$ cat config.mk
export PLATFORM = sky130hd
export DESIGN_NAME = network_mac_pipe
export DESIGN_NICKNAME = d
export VERILOG_FILES = /design/src/rtl/network_mac_pipe.sv
export SDC_FILE = /design/constraint.sdc
export NUM_CORES = 1
export LEC_CHECK = 0
export ABC_AREA = 1
export ABC_CLOCK_PERIOD_IN_PS = 7880
export BUFFER_PORTS_ARGS = -buffer_cell sky130_fd_sc_hd__buf_2
export CORE_MARGIN = 1
export CORE_UTILIZATION = 50
export CTS_BUF_LIST = sky130_fd_sc_hd__clkbuf_16
export DETAILED_ROUTE_END_ITERATION = 8
export PLACE_DENSITY = 0.66
export SYNTH_ARGS = -nofsm -noshare
export SYNTH_HDL_FRONTEND = slang
export SYNTH_SLANG_ARGS = --single-unit
$ cat constraint.sdc
create_clock -name clk -period 7.88 [get_ports clk]
set_clock_uncertainty 0.2 [all_clocks]
set_input_delay 1.576 -clock clk [delete_from_list [all_inputs] [get_ports clk]]
set_output_delay 1.576 -clock clk [all_outputs]
set_load 0.05 [all_outputs]
$ cat src/rtl/network_mac_pipe.sv
// network_mac_pipe: pipelined multiply-accumulate for the CNN datapath.
// Multiplies din0 x din1 (each independently signed or unsigned) through a
// NUM_STAGE-deep multiplier pipe. It accumulates the products over a group
// framed by in_first/in_last. At the end of a group it rounds half-up, shifts
// right by FRAC_SHIFT and clamps the sum to the signed OUT_WIDTH range.
//
// Ports:
//   clk        rising-edge clock
//   reset      asynchronous, active-high reset
//   ce         clock enable; every register holds while low
//   in_valid   din0/din1/in_first/in_last valid this cycle
//   in_first   sample opens a new accumulation group
//   in_last    sample closes the group and requests a result
//   din0       operand A (A_WIDTH bits)
//   din1       operand B (B_WIDTH bits)
//   out_valid  dout/sat carry a new result (one ce-qualified cycle)
//   dout       rounded, shifted, saturated group sum
//   sat        dout was clamped for this result
//
// Timing: a sample with in_last captured at ce-edge k raises out_valid after
// ce-edge k+NUM_STAGE+1. The pipe is: input register, NUM_STAGE-2 product
// registers, the accumulator, a rounding register, then the output register.
module network_mac_pipe #(
    parameter int unsigned A_WIDTH    = 16,
    parameter int unsigned B_WIDTH    = 13,
    parameter int unsigned A_SIGNED   = 1,
    parameter int unsigned B_SIGNED   = 0,
    parameter int unsigned NUM_STAGE  = 3,
    parameter int unsigned ACC_WIDTH  = 40,
    parameter int unsigned FRAC_SHIFT = 12,
    parameter int unsigned OUT_WIDTH  = 16,
    parameter int unsigned SATURATE   = 1
) (
    input  logic                 clk,
    input  logic                 reset,
    input  logic                 ce,
    input  logic                 in_valid,
    input  logic                 in_first,
    input  logic                 in_last,
    input  logic [A_WIDTH-1:0]   din0,
    input  logic [B_WIDTH-1:0]   din1,
    output logic                 out_valid,
    output logic [OUT_WIDTH-1:0] dout,
    output logic                 sat
);

    localparam int unsigned PW  = A_WIDTH + B_WIDTH + 1;
    localparam int unsigned NP  = NUM_STAGE - 2;
    localparam int unsigned RW  = ACC_WIDTH + 1;
    localparam int unsigned HSH = (FRAC_SHIFT == 0) ? 0 : FRAC_SHIFT - 1;

    // Round-half-up bias. It is zero when there is no fractional shift.
    localparam logic signed [RW-1:0] HALF  = (FRAC_SHIFT == 0) ? RW'(0) : RW'(1) << HSH;
    localparam logic signed [RW-1:0] R_MAX = RW'((64'sd1 <<< (OUT_WIDTH - 1)) - 64'sd1);
    localparam logic signed [RW-1:0] R_MIN = ~R_MAX;

    // Stage 1: input capture
    logic [A_WIDTH-1:0] a_q;
    logic [B_WIDTH-1:0] b_q;
    logic               v1_q, f1_q, l1_q;

    always_ff @(posedge clk or posedge reset) begin
        if (reset) begin
            a_q  <= '0;
            b_q  <= '0;
            v1_q <= 1'b0;
            f1_q <= 1'b0;
            l1_q <= 1'b0;
        end else if (ce) begin
            a_q  <= din0;
            b_q  <= din1;
            v1_q <= in_valid;
            f1_q <= in_first;
            l1_q <= in_last;
        end
    end

    // Operand extension and signed multiply.
    // One spare bit keeps the mixed-signedness product exact.
    logic signed [PW-1:0] a_ext_c, b_ext_c, prod_c;

    always_comb begin
        a_ext_c = PW'(a_q);
        b_ext_c = PW'(b_q);
        if (A_SIGNED != 0) a_ext_c = PW'(signed'(a_q));
        if (B_SIGNED != 0) b_ext_c = PW'(signed'(b_q));
        prod_c = a_ext_c * b_ext_c;
    end

    // Product pipe, with the valid/first/last flags delayed alongside
    logic signed [PW-1:0] p_q [NP];
    logic [NP-1:0]        pv_q, pf_q, pl_q;

    always_ff @(posedge clk or posedge reset) begin
        if (reset) begin
            for (int i = 0; i < int'(NP); i++) p_q[i] <= '0;
            pv_q <= '0;
            pf_q <= '0;
            pl_q <= '0;
        end else if (ce) begin
            p_q[0]  <= prod_c;
            pv_q[0] <= v1_q;
            pf_q[0] <= f1_q;
            pl_q[0] <= l1_q;
            for (int i = 1; i < int'(NP); i++) begin
                p_q[i]  <= p_q[i-1];
                pv_q[i] <= pv_q[i-1];
                pf_q[i] <= pf_q[i-1];
                pl_q[i] <= pl_q[i-1];
            end
        end
    end

    // Accumulator: wraps modulo 2^ACC_WIDTH, and invalid slots leave it untouched
    logic signed [ACC_WIDTH-1:0] acc_q, p_ext_c;
    logic                        accl_q;

    assign p_ext_c = ACC_WIDTH'(p_q[NP-1]);

    always_ff @(posedge clk or posedge reset) begin
        if (reset) begin
            acc_q  <= '0;
            accl_q <= 1'b0;
        end else if (ce) begin
            accl_q <= pv_q[NP-1] & pl_q[NP-1];
            if (pv_q[NP-1]) begin
                acc_q <= pf_q[NP-1] ? p_ext_c : acc_q + p_ext_c;
            end
        end
    end

    // Rounding stage: the extra bit means adding the bias can never wrap
    logic signed [RW-1:0] acc_x_c, rnd_c, rnd_q;
    logic                 rndv_q;

    assign acc_x_c = RW'(acc_q);
    assign rnd_c   = (acc_x_c + HALF) >>> FRAC_SHIFT;

    always_ff @(posedge clk or posedge reset) begin
        if (reset) begin
            rnd_q  <= '0;
            rndv_q <= 1'b0;
        end else if (ce) begin
            rnd_q  <= rnd_c;
            rndv_q <= accl_q;
        end
    end

    // Clamp to the signed output range
    logic [OUT_WIDTH-1:0] dout_c;
    logic                 sat_c;

    always_comb begin
        dout_c = rnd_q[OUT_WIDTH-1:0];
        sat_c  = 1'b0;
        if (SATURATE != 0) begin
            if (rnd_q > R_MAX) begin
                dout_c = R_MAX[OUT_WIDTH-1:0];
                sat_c  = 1'b1;
            end else if (rnd_q < R_MIN) begin
                dout_c = R_MIN[OUT_WIDTH-1:0];
                sat_c  = 1'b1;
            end
        end
    end

    // Output register: dout/sat hold between results
    always_ff @(posedge clk or posedge reset) begin
        if (reset) begin
            out_valid <= 1'b0;
            dout      <= '0;
            sat       <= 1'b0;
        end else if (ce) begin
            out_valid <= rndv_q;
            if (rndv_q) begin
                dout <= dout_c;
                sat  <= sat_c;
            end
        end
    end

endmodule

==> results.json, run 1 <==
{
  "grt_pass1_vias": 16029,
  "fmax_mhz": 156,
  "final_cell_mix": "nand2_1 (759), inv_1 (516), fa_1 (203)",
  "grt_pass1_wl_mm": 82.7,
  "synth_edf_count": 0,
  "cp-start-kind": "flip-flop",
  "path_clk_slew_ns": 0.07,
  "cts_max_level": 4,
  "synth_area_per_cell_um2": 7.24,
  "reg2reg_depth": 21,
  "dieArea_um2": 37200,
  "num_rows": 69,
  "grt_antenna_before_repair": 0,
  "worst_pin_slew_ns": 1.07,
  "drc": 0,
  "drv_cap": 0,
  "diodes": 0,
  "cts_buffers": 17,
  "via_count": 15704,
  "first_pass_iters": 5,
  "post_drt_via_cell_ratio": 5.25,
  "ys_seq_area_share_pct": 21.1,
  "ant_nets": 0,
  "dp_hpwl_mm": 40.5,
  "cp-end-kind": "flip-flop",
  "fp.dieW_um": 193,
  "relSlewSlack_pct": 28.6,
  "synth.distinct_cells": 49,
  "post_drt_wl_per_cell_um": 16.7,
  "clk_latency_ns": 0.45,
  "synth_ff_type": "dfrtp_1",
  "fin_crit_ns": 6.39,
  "fp.dieH_um": 193,
  "synthArstFlopShare_pct": 100,
  "layout-drive-gt1-share_pct": 5.14,
  "cts_setup_buffers": 0,
  "worstSetupPathType": "reg -> reg",
  "outcome": "complete, no violations",
  "hold_class": "reg -> reg",
  "fillCellCount": 3558,
  "port_buffers": 52,
  "track_usage_pct": 28.7,
  "worstPathMaxFanout": 17,
  "syn-instance-count": 2520,
  "cts_root_buffer": "clkbuf_16",
  "start_util_pct": 51.0,
  "nets": 2869,
  "grt_overflow": 0,
  "synth_nets": 2872,
  "crit_arrival_ns": 6.52,
  "cts-resized-gates": 0,
  "cts_tree": "built",
  "drt_iter0_markers": 1071,
  "syn_to_final_growth_pct": 6.63,
  "fin_setup_tns_ns": 0,
  "grt_max_degree": 84,
  "slew_viol_final": 0,
  "syn_area_um2": 18200,
  "totalWireLength_mm": 50.1,
  "finalSetupViolations": 0,
  "ios": 53,
  "final_common_cell": "nand2_1",
  "whs_path_depth": 2,
  "cts_hold_buf": 0,
  "rsz0062_at_grt": "false",
  "clock_path_buffers": 2,
  "synth_seq_cells": 154,
  "worstPathRequired_ns": 8.01,
  "cts.sinks": 154,
  "ys_warn_count": 0,
  "hold_violations": 0,
  "core_area_um2": 35700,
  "timing.final.crit_share_pct": 81.1,
  "place_congestion": 0.972
}
critical path: stages (launching register included):
cell	delay, ns
dfrtp_1	0.62
nand2_1	0.23
inv_1	0.10
fa_1	0.70
inv_1	0.11
fa_1	0.67
inv_1	0.11
fa_1	0.52
fa_1	0.53
fa_1	0.54
inv_1	0.05
fa_1	0.50
inv_1	0.04
ha_1	0.33
inv_1	0.08
nor3_1	0.28
nand2_1	0.07
or2_2	0.31
nand3_1	0.09
nand2_1	0.05
nand3_1	0.07
nand2_1	0.06
cells in the mapped netlist, drive strengths merged (24+ instances only):
| cell type | n | area [um2] |
|---|---|---|
| inv | 519 | 1950 |
| o21ai | 104 | 532 |
| nor3 | 24 | 158 |
| fa | 203 | 4060 |
| dfrtp | 154 | 3850 |
| nand4 | 33 | 206 |
| clkbuf | 74 | 278 |
| ha | 114 | 1430 |
| xor2 | 29 | 254 |
| nand2 | 766 | 2890 |
| nand3 | 82 | 425 |
| nor2 | 159 | 619 |
| a21oi | 151 | 767 |
logic make-up (layout without fill, tap and decap cells):
kind of cell | after synthesis | count (layout) | synth area share, %
xor gates and xnor gates | 49 | 49 | 2.35
adders and majority gates | 317 | 317 | 30.1
DFF | 154 | 154 | 21.1
AOI/OAI and AO/OA | 304 | 304 | 9.21
buffers and inverters | 602 | 612 | 12.4
and+or+nand+nor | 1093 | 1093 | 24.7
muxes | 1 | 1 | 0.0549
per-stage QoR:
step	hold slack [ns]	cells	setup slack, ns	cell area (um2)	util, %
detailed placement	0.260	2959	1.49	18800	52.7
finish	0.275	2991	1.49	19400	54.4
global route	0.306	2991	1.02	19400	54.4
CTS	0.278	2991	1.47	19400	54.4
global placement	0.259	2959	1.62	18800	52.7
floorplan	0.242	2520	1.81	18200	-
worst paths after layout:
kind	startpoint	endpoint	slack [ns]
hold / removal	l1_q	l1_q	0.27
max in group asynchronous	reset	acc_q[32]	4.84
min in group asynchronous	reset	dout[7]	1.07
setup reg to reg	b_q[5]	p_q[28]	1.49
setup / recovery	b_q[5]	p_q[28]	1.49
hold reg to reg	l1_q	l1_q	0.27
final cells by class:
cell class                      instances  area [um2]  area share [%]
Clock buffer                           17         425            2.19
Clock inverter                         15         188           0.965
Inverter                              519        1950            10.1
Multi-Input combinational cell       1764       12100            62.3
Sequential cell                       154        3850            19.8
Tap cell                              461         577            2.97
Timing Repair Buffer                   61         330            1.70
sequential cells by signal, indices dropped and copies added (netlist names), 13 cells and up:
register and flops:
a_q 16, acc_q 40, b_q 13, dout 16, p_q 30, rnd_q 29
metal layers:
metal / vias up / share of wire, % / track usage [%]
met5: - / 0 / 0
met4: 0 / 2.8 / 9.74
met3: 83 / 3.3 / 3.04
met2: 347 / 49 / 49.9
met1: 7600 / 44 / 37.2
li1: 7674 / - / -
Power of run 1 is left out: the tool's default activity adds up to more than one toggle a clock period on the data nets, which glitch-free logic cannot reach.
==> inputs of run 2 (changes only) <==
ABC_CLOCK_PERIOD_IN_PS = 6100   (was 7880)
clock period = 6.1 ns   (was 7.88 ns; I/O delays follow)
==> results.json, run 2 (synthesized netlist as in run 1, its figures left out) <==
{
  "outcome": "complete, no violations",
  "first_pass_iters": 6,
  "ant_nets": 0,
  "startpoint": "b_q[4]",
  "r2r-start": "b_q[4]",
  "cp-start-kind": "flip-flop",
  "slew_viol_final": 0,
  "place_congestion": 0.947,
  "core_area_um2": 35700,
  "final_common_cell": "nand2_1",
  "crit_path_end": "p_q[28]",
  "dr_wl_met3_mm": 1.95,
  "grt_pass1_vias": 16399,
  "cts_max_level": 4,
  "crit_family": "adder cells",
  "fp.dieH_um": 193,
  "grt_max_degree": 81,
  "start_util_pct": 51.0,
  "cts.sinks": 154,
  "fmax_mhz": 170,
  "relSlewSlack_pct": 34.3,
  "max_stage_delay_ns": 0.57,
  "track_usage_pct": 29.2,
  "nets": 2930,
  "whs_ns": 0.270,
  "cp_num_buf_inv": 7,
  "syn_to_final_growth_pct": 10.6,
  "dp_hpwl_mm": 41.7,
  "worst_pin_slew_ns": 0.982,
  "clk_latency_ns": 0.46,
  "largest_reg_flops": 40,
  "fp.dieW_um": 193,
  "drt_iter0_markers": 891,
  "reg.largest.list": "acc_q: 40 flops, p_q: 30 flops, rnd_q: 29 flops",
  "top_register": "acc_q",
  "drv_cap": 0,
  "fin_crit_ns": 5.87,
  "pre_cts_ws_ns": -0.219,
  "worstPathRequired_ns": 6.24,
  "cp-end-kind": "flip-flop",
  "grt_overflow": 0,
  "path_clk_slew_ns": 0.07,
  "dieArea_um2": 37200,
  "worstSetupPathType": "reg -> reg",
  "worst-path-stages": 24,
  "post_drt_wl_per_cell_um": 17.0,
  "drt-met1-wl_mm": 22.8,
  "clock_path_buffers": 2,
  "rsz0062_at_grt": "true",
  "totalWireLength_mm": 51.8,
  "cpMaxStageDelayCell": "fa_1",
  "crit_arrival_ns": 6.01,
  "cts_buffers": 17,
  "finalSetupViolations": 0,
  "drc": 0,
  "final_area_um2": 20200,
  "timing.final.crit_share_pct": 96.2,
  "cts_root_buffer": "clkbuf_16",
  "port_buffers": 52,
  "post_drt_via_cell_ratio": 5.27,
  "cts_hold_buf": 0,
  "place_area_um2": 19200,
  "cts_tree": "built",
  "worst_slack_ns": 0.235,
  "ios": 53,
  "layout-drive-gt1-share_pct": 10.3,
  "highest-signal-layer": "met4",
  "ff2ff_setup_slack_ns": 0.23,
  "via_count": 16073,
  "hold_violations": 0,
  "grt_pass1_wl_mm": 84.1,
  "worstPathMaxFanout": 6,
  "grt_antenna_before_repair": 0,
  "num_rows": 69,
  "reg2reg_depth": 24,
  "cp_cell_sequence": "buf_4 -> nand2_1 -> inv_1 -> fa_1 -> inv_1 -> fa_1 -> inv_1 -> fa_1 -> fa_1 -> fa_1 -> inv_1 -> fa_1 -> inv_1 -> ha_4 -> nand2_1 -> o21ai_1 -> inv_1 -> nor2_1 -> nor2_2 -> or2_2 -> nand3_1 -> nand2_1 -> nand3_1 -> nand2_1",
  "diodes": 0,
  "final_cell_mix": "nand2_1 (752), inv_1 (512), fa_1 (199)",
  "hold_class": "reg -> reg",
  "r2r_end": "p_q[28]",
  "wl_met2_mm": 25.4
}
## run 2: per-stage QoR
step | std cells | TNS [ns] | utilization, %
2_1_floorplan | 2520 | 0 | -
3_3_place_gp | 3011 | -0.383 | 53.8
3_5_place_dp | 3011 | -0.580 | 53.8
4_1_cts | 3043 | 0 | 55.5
5_1_grt | 3052 | -0.114 | 56.4
6_report | 3052 | 0 | 56.4
## run 2: worst min path at each step
stage	cells after the start	endpoint	startpoint
after floorplan	2	f1_q	f1_q
after global placement	2	out_valid	out_valid
after detailed placement	2	out_valid	out_valid
after CTS	2	out_valid	out_valid
after global routing	2	out_valid	out_valid
final	2	out_valid	out_valid
## run 2: timing repair
| item | CTS | global route |
|---|---|---|
| resized for setup | 17 | 77 |
| pin swaps | 0 | 13 |
| buffers inserted | 0 | 9 |
| setup endpoints to repair | 9 | 16 |
## run 2: tightest hold or removal path: cells and delay by family (launching register included)
kind          cells  cell delay, ns
flops             1            0.34
simple gates      2            0.10
## run 2: final cells by class
class	instances	area, um2
clock buffers	17	425
clock inverters	15	158
fillers	3487	15600
inverters	519	1960
multi-input cells	1764	12400
flip-flops and latches	154	3880
well taps	461	577
repair buffers	122	808
## run 2: metal layers
metal  vias to the layer above  track usage [%]
li1                       7805                -
met1                      7793             37.9
met2                       386             50.5
met3                        89             3.40
met4                         0             10.2
met5                         -                0
Power of run 2 is left out for the same reason.
==> inputs of run 3 (changes only) <==
ABC_AREA = unset   (was 1)
SKIP_CTS_REPAIR_TIMING = 1   (was unset)
==> results.json, run 3 <==
{
  "outcome": "complete, no violations",
  "via_count": 12489,
  "rsz0062_at_grt": "true",
  "syn_area_um2": 16600,
  "layout-drive-gt1-share_pct": 21.6,
  "r2r_end": "p_q[26]",
  "drt_iter0_markers": 570,
  "fin_crit_ns": 6.07,
  "crit_arrival_ns": 6.22,
  "reg2reg_depth": 23,
  "final_common_cell": "inv_1",
  "track_usage_pct": 23.1,
  "drv_cap": 0,
  "fp.dieW_um": 184,
  "cts_tree": "built",
  "worstSetupPathType": "reg -> reg",
  "hold-path-endpoint": "out_valid",
  "grt_pass1_vias": 12791,
  "cts_max_level": 4,
  "synth_seq_cells": 154,
  "final_cells": 2395,
  "synth_edf_count": 0,
  "start_util_pct": 50.9,
  "place_congestion": 0.901,
  "whs_path_depth": 1,
  "clk_latency_ns": 0.46,
  "synth_ff_type": "dfrtp_1",
  "hold_violations": 0,
  "r2r-start": "b_q[2]",
  "ios": 53,
  "totalWireLength_mm": 37.8,
  "slew_viol_final": 0,
  "core_area_um2": 32600,
  "grt_max_degree": 105,
  "num_rows": 66,
  "syn_to_final_growth_pct": 17.5,
  "cp-end-kind": "flip-flop",
  "largest_reg_flops": 40,
  "dieArea_um2": 33900,
  "final_cell_mix": "inv_1 (244), fa_1 (196), nand2_1 (182)",
  "dp_cells": 2342,
  "grt_antenna_before_repair": 0,
  "synth_nets": 2148,
  "cp-start-kind": "flip-flop",
  "port_buffers": 52,
  "path_clk_slew_ns": 0.09,
  "yosys-top-cells-count": "inv_1 (263), fa_1 (203), nand2_1 (189)",
  "ys_warn_count": 0,
  "cts_buffers": 17,
  "finalSetupViolations": 0,
  "ff2ff_setup_slack_ns": 0.03,
  "worstPathMaxFanout": 7,
  "syn-instance-count": 1796,
  "hold_class": "reg -> reg",
  "clock_path_buffers": 2,
  "cts.sinks": 154,
  "synth_area_per_cell_um2": 9.24,
  "worst_pin_slew_ns": 1.13,
  "ant_nets": 0,
  "fin_setup_tns_ns": 0,
  "diodes": 0,
  "fmax_mhz": 165,
  "fp.dieH_um": 184,
  "synth_top_area_cell": "fa_1",
  "timing.final.crit_share_pct": 99.6,
  "relSlewSlack_pct": 24.6,
  "grt_pass1_wl_mm": 61.9,
  "grt_overflow": 0,
  "reg.largest.list": "acc_q: 40 flops, p_q: 30 flops, rnd_q: 29 flops",
  "post_drt_via_cell_ratio": 5.21,
  "drc": 0,
  "worstPathRequired_ns": 6.25,
  "first_pass_iters": 5,
  "dp_hpwl_mm": 29.4,
  "synthArstFlopShare_pct": 100,
  "top_register": "acc_q",
  "cts_root_buffer": "clkbuf_16",
  "ys_seq_area_share_pct": 23.2,
  "ys_top_cells_by_area": "fa_1 (24%), dfrtp_1 (23%), ha_1 (8.6%)",
  "hp-start": "out_valid",
  "post_drt_wl_per_cell_um": 15.8,
  "synth_most_common_cell": "inv_1",
  "netlist.area_leader.share_pct": 24.5,
  "synth.distinct_cells": 66,
  "nets": 2292
}
## run 3: cell types whose count changed in the layout (fill, tap and decap cells not counted), sizes merged, moves of 14 or more
cell	change
a21o	+32
a21oi	-26
and2	+118
buf	+74
inv	-254
mux2	+57
nand2	-577
nand3	-55
nand4	-14
nor2	-56
o21a	+14
o21ai	-40
xnor2	+35
## run 3: per-layer routing
| layer | wire, um | vias up | track usage [%] |
|---|---|---|---|
| li1 | - | 6116 | - |
| met1 | 17400 | 6081 | 30.4 |
| met2 | 18400 | 237 | 39.3 |
| met3 | 1280 | 55 | 3.40 |
| met4 | 808 | 0 | 7.17 |
| met5 | 0 | - | 0 |
## run 3: worst max-delay path by stage
stage / to / depth (start not counted) / slack [ns] / from
final: p_q[26] / 23 / 0.03 / b_q[2]
after floorplan: p_q[29] / 23 / -0.02 / a_q[11]
after CTS: p_q[29] / 24 / -0.16 / b_q[4]
after global routing: p_q[26] / 24 / -0.16 / a_q[9]
after detailed placement: p_q[29] / 22 / -0.15 / a_q[5]
after global placement: p_q[29] / 22 / -0.12 / b_q[4]
## run 3: stage by stage
stage               hold slack, ns  area, um2  worst slack [ns]  util, %
global placement             0.256      18100            -0.116     55.6
finish                       0.273      19500            0.0272     59.8
CTS                          0.280      18700            -0.161     57.4
floorplan                    0.249      16600           -0.0184        -
global route                 0.296      19500            -0.158     59.8
detailed placement           0.266      18100            -0.155     55.6
## run 3: layout make-up
type | instances | area (um2)
multi-input combinational | 1307 | 12000
clock buffer | 17 | 425
tap | 442 | 553
inverter | 264 | 996
sequential | 154 | 3870
clock inverter | 15 | 169
fill | 2764 | 13100
timing repair buffer | 196 | 1440
## run 3: kinds of logic (layout without fill, tap and decap cells)
family,Yosys count,after routing,synth area share (%)
fa+ha+maj,317,317,33.1
mux,64,64,4.29
simple gates,514,514,14.9
compound gates,326,326,12.4
xor+xnor,86,86,4.54
buf+inv,335,492,7.58
flops,154,154,23.2
## run 3: critical path, cell delays in order (launching register included)
cell and delay, ns:
dfrtp_2 0.48, and2_1 0.18, fa_1 0.49, inv_2 0.04, fa_1 0.52, inv_1 0.05
fa_1 0.52, fa_1 0.44, fa_1 0.53, inv_2 0.04, fa_1 0.52, inv_1 0.04
ha_2 0.17, buf_6 0.12, a21o_1 0.15, a21o_1 0.19, a21oi_2 0.17, o22ai_2 0.11
a21oi_2 0.19, a211oi_2 0.09, buf_4 0.17, o31ai_4 0.20, a21oi_2 0.10, o31ai_2 0.24
Power of run 3 is left out for the same reason.
